File: src/rtl/alu_seq_pkg.sv
// -----------------------------------------------------------------------------
// alu_seq_pkg
// Shared definitions for the handshaked sequential ALU: default widths,
// opcode encodings and FSM state encodings.
// The ADD/SUB/AND/XOR codes keep the values used by the combinational alu;
// the remaining codes are new and unique.
// -----------------------------------------------------------------------------
package alu_seq_pkg;

   localparam int WORD = 32;  // default operand/result width
   localparam int OP_W = 4;   // default opcode width

   typedef enum logic [OP_W-1:0] {
      ALU_ADD  = 4'h0,
      ALU_SUB  = 4'h1,
      ALU_AND  = 4'h2,
      ALU_XOR  = 4'h3,
      ALU_OR   = 4'h4,
      ALU_SLL  = 4'h5,
      ALU_SRL  = 4'h6,
      ALU_SRA  = 4'h7,
      ALU_SLT  = 4'h8,
      ALU_SLTU = 4'h9,
      ALU_MUL  = 4'hA
   } alu_op_e;

   typedef enum logic [1:0] {
      ALUS_IDLE = 2'd0,
      ALUS_BUSY = 2'd1,
      ALUS_DONE = 2'd2
   } alu_state_e;

endpackage

File: src/rtl/alu_seq_if.sv
// -----------------------------------------------------------------------------
// alu_seq_if
// Operation channel (i_valid/o_ready + operands) and result channel
// (o_valid/i_ready + result and flags) of alu_seq.
//   master : issue/writeback side, drives i_* and observes o_*
//   slave  : the ALU, drives o_* and observes i_*
// Signal names carry the direction as seen from the ALU.
// -----------------------------------------------------------------------------
interface alu_seq_if #(
   parameter int WIDTH    = alu_seq_pkg::WORD,
   parameter int OP_WIDTH = alu_seq_pkg::OP_W
) ();

   logic                i_valid;
   logic                o_ready;
   logic [WIDTH-1:0]    i_a;
   logic [WIDTH-1:0]    i_b;
   logic [OP_WIDTH-1:0] i_opcode;
   logic                o_valid;
   logic                i_ready;
   logic [WIDTH-1:0]    o_result;
   logic                o_zero;
   logic                o_cf;
   logic                o_of;

   modport master (
      output i_valid, i_a, i_b, i_opcode, i_ready,
      input  o_ready, o_valid, o_result, o_zero, o_cf, o_of
   );

   modport slave (
      input  i_valid, i_a, i_b, i_opcode, i_ready,
      output o_ready, o_valid, o_result, o_zero, o_cf, o_of
   );

endinterface

File: src/rtl/alu_mul_seq.sv
// -----------------------------------------------------------------------------
// alu_mul_seq
// Unsigned shift-add multiplier, one multiplier bit per clock.
//   i_clk, i_rst : clock, synchronous active-high reset (aborts a multiply)
//   i_start      : load operands and begin; ignored inputs otherwise
//   i_a, i_b     : multiplicand, multiplier
//   o_done       : one-cycle pulse, o_prod is final while it is high
//   o_prod       : full 2*WIDTH product
// Timing: start on edge 0, iterations on edges 1..WIDTH, o_done high in the
// cycle after edge WIDTH.
// -----------------------------------------------------------------------------
module alu_mul_seq #(
   parameter int WIDTH = 32
) (
   input  logic               i_clk,
   input  logic               i_rst,
   input  logic               i_start,
   input  logic [WIDTH-1:0]   i_a,
   input  logic [WIDTH-1:0]   i_b,
   output logic               o_done,
   output logic [2*WIDTH-1:0] o_prod
);

   localparam int CW = $clog2(WIDTH) + 1;

   logic [2*WIDTH-1:0] acc_q;
   logic [2*WIDTH-1:0] mcand_q;
   logic [WIDTH-1:0]   mplier_q;
   logic [CW-1:0]      cnt_q;
   logic               done_q;

   // NOTE: state registers use non-blocking assignments so every register
   // samples the pre-edge values of the others, independent of statement order.
   always_ff @(posedge i_clk) begin
      if (i_rst) begin
         acc_q    <= '0;
         mcand_q  <= '0;
         mplier_q <= '0;
         cnt_q    <= '0;
         done_q   <= 1'b0;
      end else begin
         done_q <= 1'b0;
         if (i_start) begin
            acc_q    <= '0;
            mcand_q  <= {{WIDTH{1'b0}}, i_a};
            mplier_q <= i_b;
            cnt_q    <= CW'(WIDTH);
         end else if (cnt_q != '0) begin
            if (mplier_q[0]) acc_q <= acc_q + mcand_q;
            mcand_q  <= mcand_q << 1;
            mplier_q <= mplier_q >> 1;
            cnt_q    <= cnt_q - 1'b1;
            // Last iteration: product is complete after this edge.
            done_q   <= (cnt_q == CW'(1));
         end
      end
   end

   assign o_done = done_q;
   assign o_prod = acc_q;

endmodule

File: src/rtl/alu_seq.sv
// -----------------------------------------------------------------------------
// alu_seq
// Handshaked ALU between issue and writeback. One operation per transfer on
// the input channel; registered result plus zero/carry/overflow flags on the
// output channel. Single-cycle ops have latency 1 and throughput 1/clock;
// MUL uses alu_mul_seq and has latency WIDTH+1.
//   i_clk : clock, rising edge
//   i_rst : synchronous active-high reset
//   bus   : alu_seq_if slave (operation and result channels)
// -----------------------------------------------------------------------------
module alu_seq
   import alu_seq_pkg::*;
#(
   parameter int WIDTH    = WORD,
   parameter int OP_WIDTH = OP_W
) (
   input  logic      i_clk,
   input  logic      i_rst,
   alu_seq_if.slave  bus
);

   localparam int SHW = $clog2(WIDTH);

   alu_state_e         state_q, state_d;
   logic               accept, is_mul;
   logic               load_alu, load_mul, mul_start, mul_done;
   logic [2*WIDTH-1:0] mul_prod;

   logic [WIDTH-1:0]   alu_res;
   logic               alu_cf, alu_of;
   logic [WIDTH:0]     sum, diff, sll_ext, srl_ext;
   logic signed [WIDTH:0] sra_ext;
   logic [SHW-1:0]     sh;

   logic [WIDTH-1:0]   result_q;
   logic               zero_q, cf_q, of_q;

   // Ready depends on state and i_ready only, never on i_valid.
   assign bus.o_ready = !i_rst && ((state_q == ALUS_IDLE) ||
                                   (state_q == ALUS_DONE && bus.i_ready));
   assign bus.o_valid = (state_q == ALUS_DONE);
   assign accept      = bus.i_valid && bus.o_ready;
   assign is_mul      = (bus.i_opcode == OP_WIDTH'(ALU_MUL));

   // Single-cycle datapath. The extra bit on the shift vectors catches the
   // last bit shifted out, which is 0 for a zero shift amount.
   always_comb begin
      sh      = bus.i_b[SHW-1:0];
      sum     = {1'b0, bus.i_a} + {1'b0, bus.i_b};
      diff    = {1'b0, bus.i_a} - {1'b0, bus.i_b};
      sll_ext = {1'b0, bus.i_a} << sh;
      srl_ext = {bus.i_a, 1'b0} >> sh;
      sra_ext = $signed({bus.i_a, 1'b0}) >>> sh;
      // NOTE: every always_comb output gets a default first so no path
      // through the case can leave it unassigned and infer a latch.
      alu_res = '0;
      alu_cf  = 1'b0;
      alu_of  = 1'b0;
      case (bus.i_opcode)
         OP_WIDTH'(ALU_ADD): begin
            alu_res = sum[WIDTH-1:0];
            alu_cf  = sum[WIDTH];
            alu_of  = (bus.i_a[WIDTH-1] == bus.i_b[WIDTH-1]) &&
                      (sum[WIDTH-1] != bus.i_a[WIDTH-1]);
         end
         OP_WIDTH'(ALU_SUB): begin
            alu_res = diff[WIDTH-1:0];
            alu_cf  = diff[WIDTH];  // borrow
            alu_of  = (bus.i_a[WIDTH-1] != bus.i_b[WIDTH-1]) &&
                      (diff[WIDTH-1] != bus.i_a[WIDTH-1]);
         end
         OP_WIDTH'(ALU_AND): alu_res = bus.i_a & bus.i_b;
         OP_WIDTH'(ALU_OR):  alu_res = bus.i_a | bus.i_b;
         OP_WIDTH'(ALU_XOR): alu_res = bus.i_a ^ bus.i_b;
         OP_WIDTH'(ALU_SLL): begin
            alu_res = sll_ext[WIDTH-1:0];
            alu_cf  = sll_ext[WIDTH];
         end
         OP_WIDTH'(ALU_SRL): begin
            alu_res = srl_ext[WIDTH:1];
            alu_cf  = srl_ext[0];
         end
         OP_WIDTH'(ALU_SRA): begin
            alu_res = sra_ext[WIDTH:1];
            alu_cf  = sra_ext[0];
         end
         OP_WIDTH'(ALU_SLT):
            alu_res = {{(WIDTH-1){1'b0}}, $signed(bus.i_a) < $signed(bus.i_b)};
         OP_WIDTH'(ALU_SLTU):
            alu_res = {{(WIDTH-1){1'b0}}, bus.i_a < bus.i_b};
         default: ;  // unknown opcode (and MUL, handled below): zero result
      endcase
   end

   // Next-state / control. IDLE and DONE share the accept path, which is what
   // lets a retiring result and a new op swap on the same edge.
   always_comb begin
      state_d   = state_q;
      load_alu  = 1'b0;
      load_mul  = 1'b0;
      mul_start = 1'b0;
      case (state_q)
         ALUS_IDLE, ALUS_DONE: begin
            if (accept) begin
               if (is_mul) begin
                  mul_start = 1'b1;
                  state_d   = ALUS_BUSY;
               end else begin
                  load_alu  = 1'b1;
                  state_d   = ALUS_DONE;
               end
            end else if (state_q == ALUS_DONE && bus.i_ready) begin
               state_d = ALUS_IDLE;
            end
         end
         ALUS_BUSY: begin
            if (mul_done) begin
               load_mul = 1'b1;
               state_d  = ALUS_DONE;
            end
         end
         default: state_d = ALUS_IDLE;
      endcase
   end

   always_ff @(posedge i_clk) begin
      if (i_rst) state_q <= ALUS_IDLE;
      else       state_q <= state_d;
   end

   // Output register; held whenever neither load is active.
   always_ff @(posedge i_clk) begin
      if (i_rst) begin
         result_q <= '0;
         zero_q   <= 1'b0;
         cf_q     <= 1'b0;
         of_q     <= 1'b0;
      end else if (load_alu) begin
         result_q <= alu_res;
         zero_q   <= (alu_res == '0);
         cf_q     <= alu_cf;
         of_q     <= alu_of;
      end else if (load_mul) begin
         result_q <= mul_prod[WIDTH-1:0];
         zero_q   <= (mul_prod[WIDTH-1:0] == '0);
         cf_q     <= |mul_prod[2*WIDTH-1:WIDTH];
         of_q     <= 1'b0;
      end
   end

   assign bus.o_result = result_q;
   assign bus.o_zero   = zero_q;
   assign bus.o_cf     = cf_q;
   assign bus.o_of     = of_q;

   alu_mul_seq #(.WIDTH(WIDTH)) u_mul (
      .i_clk   (i_clk),
      .i_rst   (i_rst),
      .i_start (mul_start),
      .i_a     (bus.i_a),
      .i_b     (bus.i_b),
      .o_done  (mul_done),
      .o_prod  (mul_prod)
   );

endmodule

File: src/flat_wrapper.sv
// flat-port wrapper written by rule: the top's interface ports become plain ports
module alu_seq_flat import alu_seq_pkg::*;
#(
   parameter int WIDTH    = WORD,
   parameter int OP_WIDTH = OP_W
)
  (i_clk, i_rst, bus_i_valid, bus_i_a, bus_i_b, bus_i_opcode, bus_i_ready, bus_o_ready, bus_o_valid, bus_o_result, bus_o_zero, bus_o_cf, bus_o_of);
  alu_seq_if #(.WIDTH(WIDTH), .OP_WIDTH(OP_WIDTH)) bus_i ();
  input  logic i_clk;
  input  logic i_rst;
  input wire logic [$bits(bus_i.i_valid)-1:0] bus_i_valid;
  input wire logic [$bits(bus_i.i_a)-1:0] bus_i_a;
  input wire logic [$bits(bus_i.i_b)-1:0] bus_i_b;
  input wire logic [$bits(bus_i.i_opcode)-1:0] bus_i_opcode;
  input wire logic [$bits(bus_i.i_ready)-1:0] bus_i_ready;
  output wire logic [$bits(bus_i.o_ready)-1:0] bus_o_ready;
  output wire logic [$bits(bus_i.o_valid)-1:0] bus_o_valid;
  output wire logic [$bits(bus_i.o_result)-1:0] bus_o_result;
  output wire logic [$bits(bus_i.o_zero)-1:0] bus_o_zero;
  output wire logic [$bits(bus_i.o_cf)-1:0] bus_o_cf;
  output wire logic [$bits(bus_i.o_of)-1:0] bus_o_of;
  assign bus_i.i_valid = bus_i_valid;
  assign bus_i.i_a = bus_i_a;
  assign bus_i.i_b = bus_i_b;
  assign bus_i.i_opcode = bus_i_opcode;
  assign bus_i.i_ready = bus_i_ready;
  assign bus_o_ready = bus_i.o_ready;
  assign bus_o_valid = bus_i.o_valid;
  assign bus_o_result = bus_i.o_result;
  assign bus_o_zero = bus_i.o_zero;
  assign bus_o_cf = bus_i.o_cf;
  assign bus_o_of = bus_i.o_of;
  alu_seq #(.WIDTH(WIDTH), .OP_WIDTH(OP_WIDTH)) u_core (.i_clk(i_clk), .i_rst(i_rst), .bus(bus_i));
endmodule
File: config.mk
export PLATFORM = sky130hd
export DESIGN_NAME = alu_seq_flat
export DESIGN_NICKNAME = d
export VERILOG_FILES = /design/src/rtl/alu_seq_pkg.sv /design/src/rtl/alu_seq_if.sv /design/src/rtl/alu_mul_seq.sv /design/src/rtl/alu_seq.sv /design/src/flat_wrapper.sv
export SDC_FILE = /design/constraint.sdc
export NUM_CORES = 1
export LEC_CHECK = 0
export CORE_UTILIZATION = 25
export DETAILED_ROUTE_END_ITERATION = 10
export GPL_ROUTABILITY_DRIVEN = 0
export PLACE_DENSITY = 0.51
export SKIP_LAST_GASP = 1
export SYNTH_ARGS = -nofsm -noshare
export SYNTH_HDL_FRONTEND = slang
export SYNTH_SLANG_ARGS = --single-unit
File: constraint.sdc
create_clock -name i_clk -period 6.7 [get_ports i_clk]
set_clock_uncertainty 0.1 [all_clocks]
set_input_delay 1.34 -clock i_clk [delete_from_list [all_inputs] [get_ports i_clk]]
set_output_delay 1.34 -clock i_clk [all_outputs]
set_load 0.1 [all_outputs]
==> run summary <==
Run status -> complete, no violations
Worst Hold Class -> reg -> reg
Initial Utilization -> 0.254
Remaining DRCs -> 0
DP Cell Count -> 4145
Post-synth ARST share -> 0
Die Outline Area -> 0.0883 mm²
Worst-path clk slew -> 70 ps
Number of global-route vias before repair -> 22500
Gate count after technology mapping -> 3023
Final hold slack -> 365 ps
Number of buffers on the longest clock path -> 3
IO buf count -> 108
Dominant synthesized flop cell -> sky130_fd_sc_hd__dfxtp_1
Max_cap viols -> 0
Overall routing resource usage -> 0.219
Antenna violations before repair -> 3
Netlist area before placement -> 0.0218 mm²
Switching part of the total -> 0.428
Layout Utilization -> 0.292
Final Instance Area -> 0.0250 mm²
Clock period minus worst slack -> 5730 ps
Total design power -> 4.55 mW
Crit start category -> input pin
Fmax -> 0.175 GHz
Number of register bits inferred by synthesis -> 204
Proportion of synthesized chip area in sequential cells -> 0.187
Share of cell area taken by muxes after synthesis -> 0.0921
Synthesized-area fraction occupied by ao, oa, aoi and oai cells -> 0.293
Library cell with the largest summed area after synthesis -> sky130_fd_sc_hd__dfxtp_1
First-iteration detailed-routing DRC count -> 3157
Std-Cell Rows -> 107
Number of filler instances in the final layout -> 9376
Routed wire length -> 101 mm
Portion of synthesized cell area occupied by the leading cell type -> 0.187
Worst skew pair latency -> 590 ps
RSZ-0062 raised after global routing -> no
Proportion of power drawn by the clock network -> 0.320
Horizontal die dimension -> 297 µm
Max stage delay on crit path -> 590 ps
Drt pass-1 iters -> 8
Setup Crit Path Kind -> in -> reg
Worst slew margin relative to its limit -> 0.231
Period utilization -> 0.855
Library cells used by synthesis -> 90
Library cell used as clock root buffer -> sky130_fd_sc_hd__clkbuf_16
Post-detailed-route count of antenna-violating nets -> 0
Hold bufs inserted after CTS -> 0
Switching power summed over all nets -> 1.95 mW
Floorplan Core Area -> 0.0857 mm²
Via density -> 5.87
Average routed wire per standard cell -> 24.2 µm
Internal power -> 2.60 mW
Area used by multi-input combinational logic -> 0.0164 mm²
Sequential Power Share -> 0.287
Pwr per Cell Area -> 182 mW/mm²
Post-route worst setup slack -> 970 ps
Number of ports placed on the die boundary -> 109
CTS tree -> yes
TNS Setup -> 0 ps
Synth Area per Inst -> 7.21 µm²
Estimated wirelength of the detail-placed design -> 76.2 mm
Post-Synth Simple-Gate Area -> 0.243
Total number of H-tree levels -> 1
IR drop worst, VDD -> 0.274 mV
Post-cts gate resize count -> 0
Congestion Overflow GR -> 0
CP Capture Type -> flop
Cell area reported after detailed placement -> 0.0242 mm²
Standard cell with the maximum stage delay on the critical path -> sky130_fd_sc_hd__nor4_1
Global-route wire length before repair -> 150 mm
Synth area leaders -> sky130_fd_sc_hd__dfxtp_1, sky130_fd_sc_hd__ha_1, sky130_fd_sc_hd__nand2_1, sky130_fd_sc_hd__a21oi_1, sky130_fd_sc_hd__nor2_1
Main combinational cell family by area after synthesis -> compound AO/OA/AOI/OAI gates
Combinational group share of total power -> 0.393
Number of hold-slack violations in the final timing report -> 0
Worst-margin pin slew -> 1150 ps
Number of vias in the routed layout -> 24600
Fraction of layout instances using a drive strength above 1 -> 0.0835
Number of setup violations in the final report -> 0
Number of nets in the synthesized netlist -> 3269
Final Net Count -> 3276
Final std cells w/o fill -> 4188
Post-CTS Setup Repair Bufs -> 0
Critical Path Fanout Max -> 13
Number of pins exceeding their max-slew limit in the final report -> 0
Crit path arrival time -> 6130 ps
Height of the die -> 297 µm
Combined flip-flop and latch cell area -> 0.00408 mm²
Xor-xnor portion of the synthesized cell area -> 0.0229
Clock Sink Count -> 204
Layout area overhead -> 14.9%
Pin count of the biggest net entering global routing -> 73
Number of buffers created by CTS -> 27
Pre-CTS setup slack -> 566 ps
Crit path required time -> 7100 ps
P_leak -> 9.66 nW
Count of synthesis-stage warnings from yosys -> 0
Ordered list of cells on the worst path -> clkdlybuf4s50_1 -> inv_1 -> ha_1 -> or2_2 -> and4_1 -> a221oi_1 -> or4b_1 -> a221o_1 -> a211o_1 -> nor4_2 -> o211ai_1 -> nor4_1 -> nand4_1 -> o31ai_1
Share of synthesized cell area in full adder, half adder and majority cells -> 0.101
Number of enable-type register cells in the synthesized netlist -> 0
==> cells in the mapped netlist (all sizes together), types with 18 or more instances <==
| master | instances |
|---|---|
| a211oi | 52 |
| a21o | 65 |
| a21oi | 267 |
| a221oi | 28 |
| a22oi | 26 |
| a311oi | 73 |
| a31oi | 30 |
| and2 | 18 |
| and3 | 29 |
| buf | 47 |
| clkbuf | 182 |
| dfxtp | 204 |
| ha | 171 |
| inv | 111 |
| mux2 | 40 |
| mux2i | 61 |
| mux4 | 42 |
| nand2 | 504 |
| nand2b | 31 |
| nand3 | 62 |
| nand4 | 38 |
| nor2 | 267 |
| nor2b | 32 |
| nor3 | 64 |
| nor4 | 34 |
| o211ai | 39 |
| o21a | 21 |
| o21ai | 140 |
| o22ai | 20 |
| or3 | 18 |
| xnor2 | 35 |
| xor2 | 22 |
==> registers in the layout, summed over array words and instances, names as in the netlist <==
| register | flops |
|---|---|
| u_core.u_mul.cnt_q | 6 |
| u_core.bus.o_cf | 1 |
| u_core.bus.o_zero | 1 |
| u_core.u_mul.o_prod | 64 |
| u_core.u_mul.mplier_q | 32 |
| u_core.bus.o_result | 32 |
| u_core.state_q | 2 |
| u_core.u_mul.o_done | 1 |
| u_core.bus.o_of | 1 |
| u_core.u_mul.mcand_q | 64 |
==> power by group through the flow <==
stage / Combinational (mW) / Sequential, mW / Clock, mW
after floorplan: 1.03 / 1.41 / 0
after global placement: 1.74 / 1.33 / 0
after detailed placement: 1.73 / 1.33 / 0
after CTS: 1.74 / 1.31 / 1.49
after global routing: 1.88 / 1.31 / 1.54
final: 1.79 / 1.31 / 1.45
==> area by class of cell <==
class                   instances  share of cell area
multi-input cells            2477               0.656
clock buffers                  36              0.0299
flip-flops and latches        204               0.163
diodes                          1           0.0000999
clock inverters                 6             0.00390
inverters                     113              0.0169
well taps                    1144              0.0571
repair buffers                207              0.0730
==> per-layer routing <==
layer / wire [µm] / global-route usage
met1: 45200 / 0.312
met2: 40700 / 0.313
met3: 10900 / 0.0545
met4: 4450 / 0.0810
met5: 129 / 0.00703
==> worst max-delay path, delay by kind of cell <==
| family | cells | cell delay [ps] |
|---|---|---|
| adders and majority gates | 1 | 460 |
| buffers and inverters | 2 | 640 |
| and+or+nand+nor | 6 | 2330 |
| AOI/OAI and AO/OA | 5 | 1350 |
==> placed cells by master, fill, tap and decap left out, types with 12 or more instances in the layout <==
cell	n
sky130_fd_sc_hd__nand4_1	38
sky130_fd_sc_hd__nor4_1	32
sky130_fd_sc_hd__xnor2_1	35
sky130_fd_sc_hd__and2_1	15
sky130_fd_sc_hd__clkbuf_16	27
sky130_fd_sc_hd__a211o_1	17
sky130_fd_sc_hd__a31oi_1	30
sky130_fd_sc_hd__nor2_1	267
sky130_fd_sc_hd__o21a_1	21
sky130_fd_sc_hd__xor2_1	22
sky130_fd_sc_hd__a21o_1	65
sky130_fd_sc_hd__clkdlybuf4s50_1	103
sky130_fd_sc_hd__nor2b_1	32
sky130_fd_sc_hd__nand3_1	62
sky130_fd_sc_hd__a22oi_1	26
sky130_fd_sc_hd__or3_1	18
sky130_fd_sc_hd__o21ai_0	135
sky130_fd_sc_hd__nand2b_1	31
sky130_fd_sc_hd__nand2_1	501
sky130_fd_sc_hd__ha_1	171
sky130_fd_sc_hd__inv_1	110
sky130_fd_sc_hd__a221oi_1	28
sky130_fd_sc_hd__a21oi_1	267
sky130_fd_sc_hd__mux4_2	42
sky130_fd_sc_hd__o2111ai_1	13
sky130_fd_sc_hd__mux2i_1	61
sky130_fd_sc_hd__and3_1	29
sky130_fd_sc_hd__nor3_1	64
sky130_fd_sc_hd__a21boi_0	12
sky130_fd_sc_hd__o31ai_1	16
sky130_fd_sc_hd__o211ai_1	39
sky130_fd_sc_hd__a211oi_1	52
sky130_fd_sc_hd__a311oi_1	73
sky130_fd_sc_hd__buf_4	99
sky130_fd_sc_hd__mux2_2	38
sky130_fd_sc_hd__o22ai_1	20
sky130_fd_sc_hd__dfxtp_1	204
==> cell families (layout without fill, tap and decap cells) <==
family	Yosys count	after routing
other	0	1
buffers and inverters	342	362
muxes	143	143
AOI/OAI and AO/OA	945	945
DFF	204	204
adders and majority gates	174	174
and+or+nand+nor	1158	1158
xor gates and xnor gates	57	57
==> path summary, 6_finish.rpt <==
| path | from | endpoint | slack (ps) | cells past startpoint |
|---|---|---|---|---|
| setup / recovery | bus_i_b[9] | u_core.bus.o_zero$_SDFFE_PP0P_ | 970 | 14 |
| hold / removal | u_core.u_mul.o_prod[58]$_SDFFE_PP0P_ | u_core.u_mul.o_prod[58]$_SDFFE_PP0P_ | 360 | 2 |
| setup reg to reg | u_core.u_mul.mcand_q[0]$_SDFFE_PP0P_ | u_core.u_mul.o_prod[60]$_SDFFE_PP0P_ | 2000 | 14 |
| hold reg to reg | u_core.u_mul.o_prod[58]$_SDFFE_PP0P_ | u_core.u_mul.o_prod[58]$_SDFFE_PP0P_ | 360 | 2 |
(Power assumes the default switching activity.)
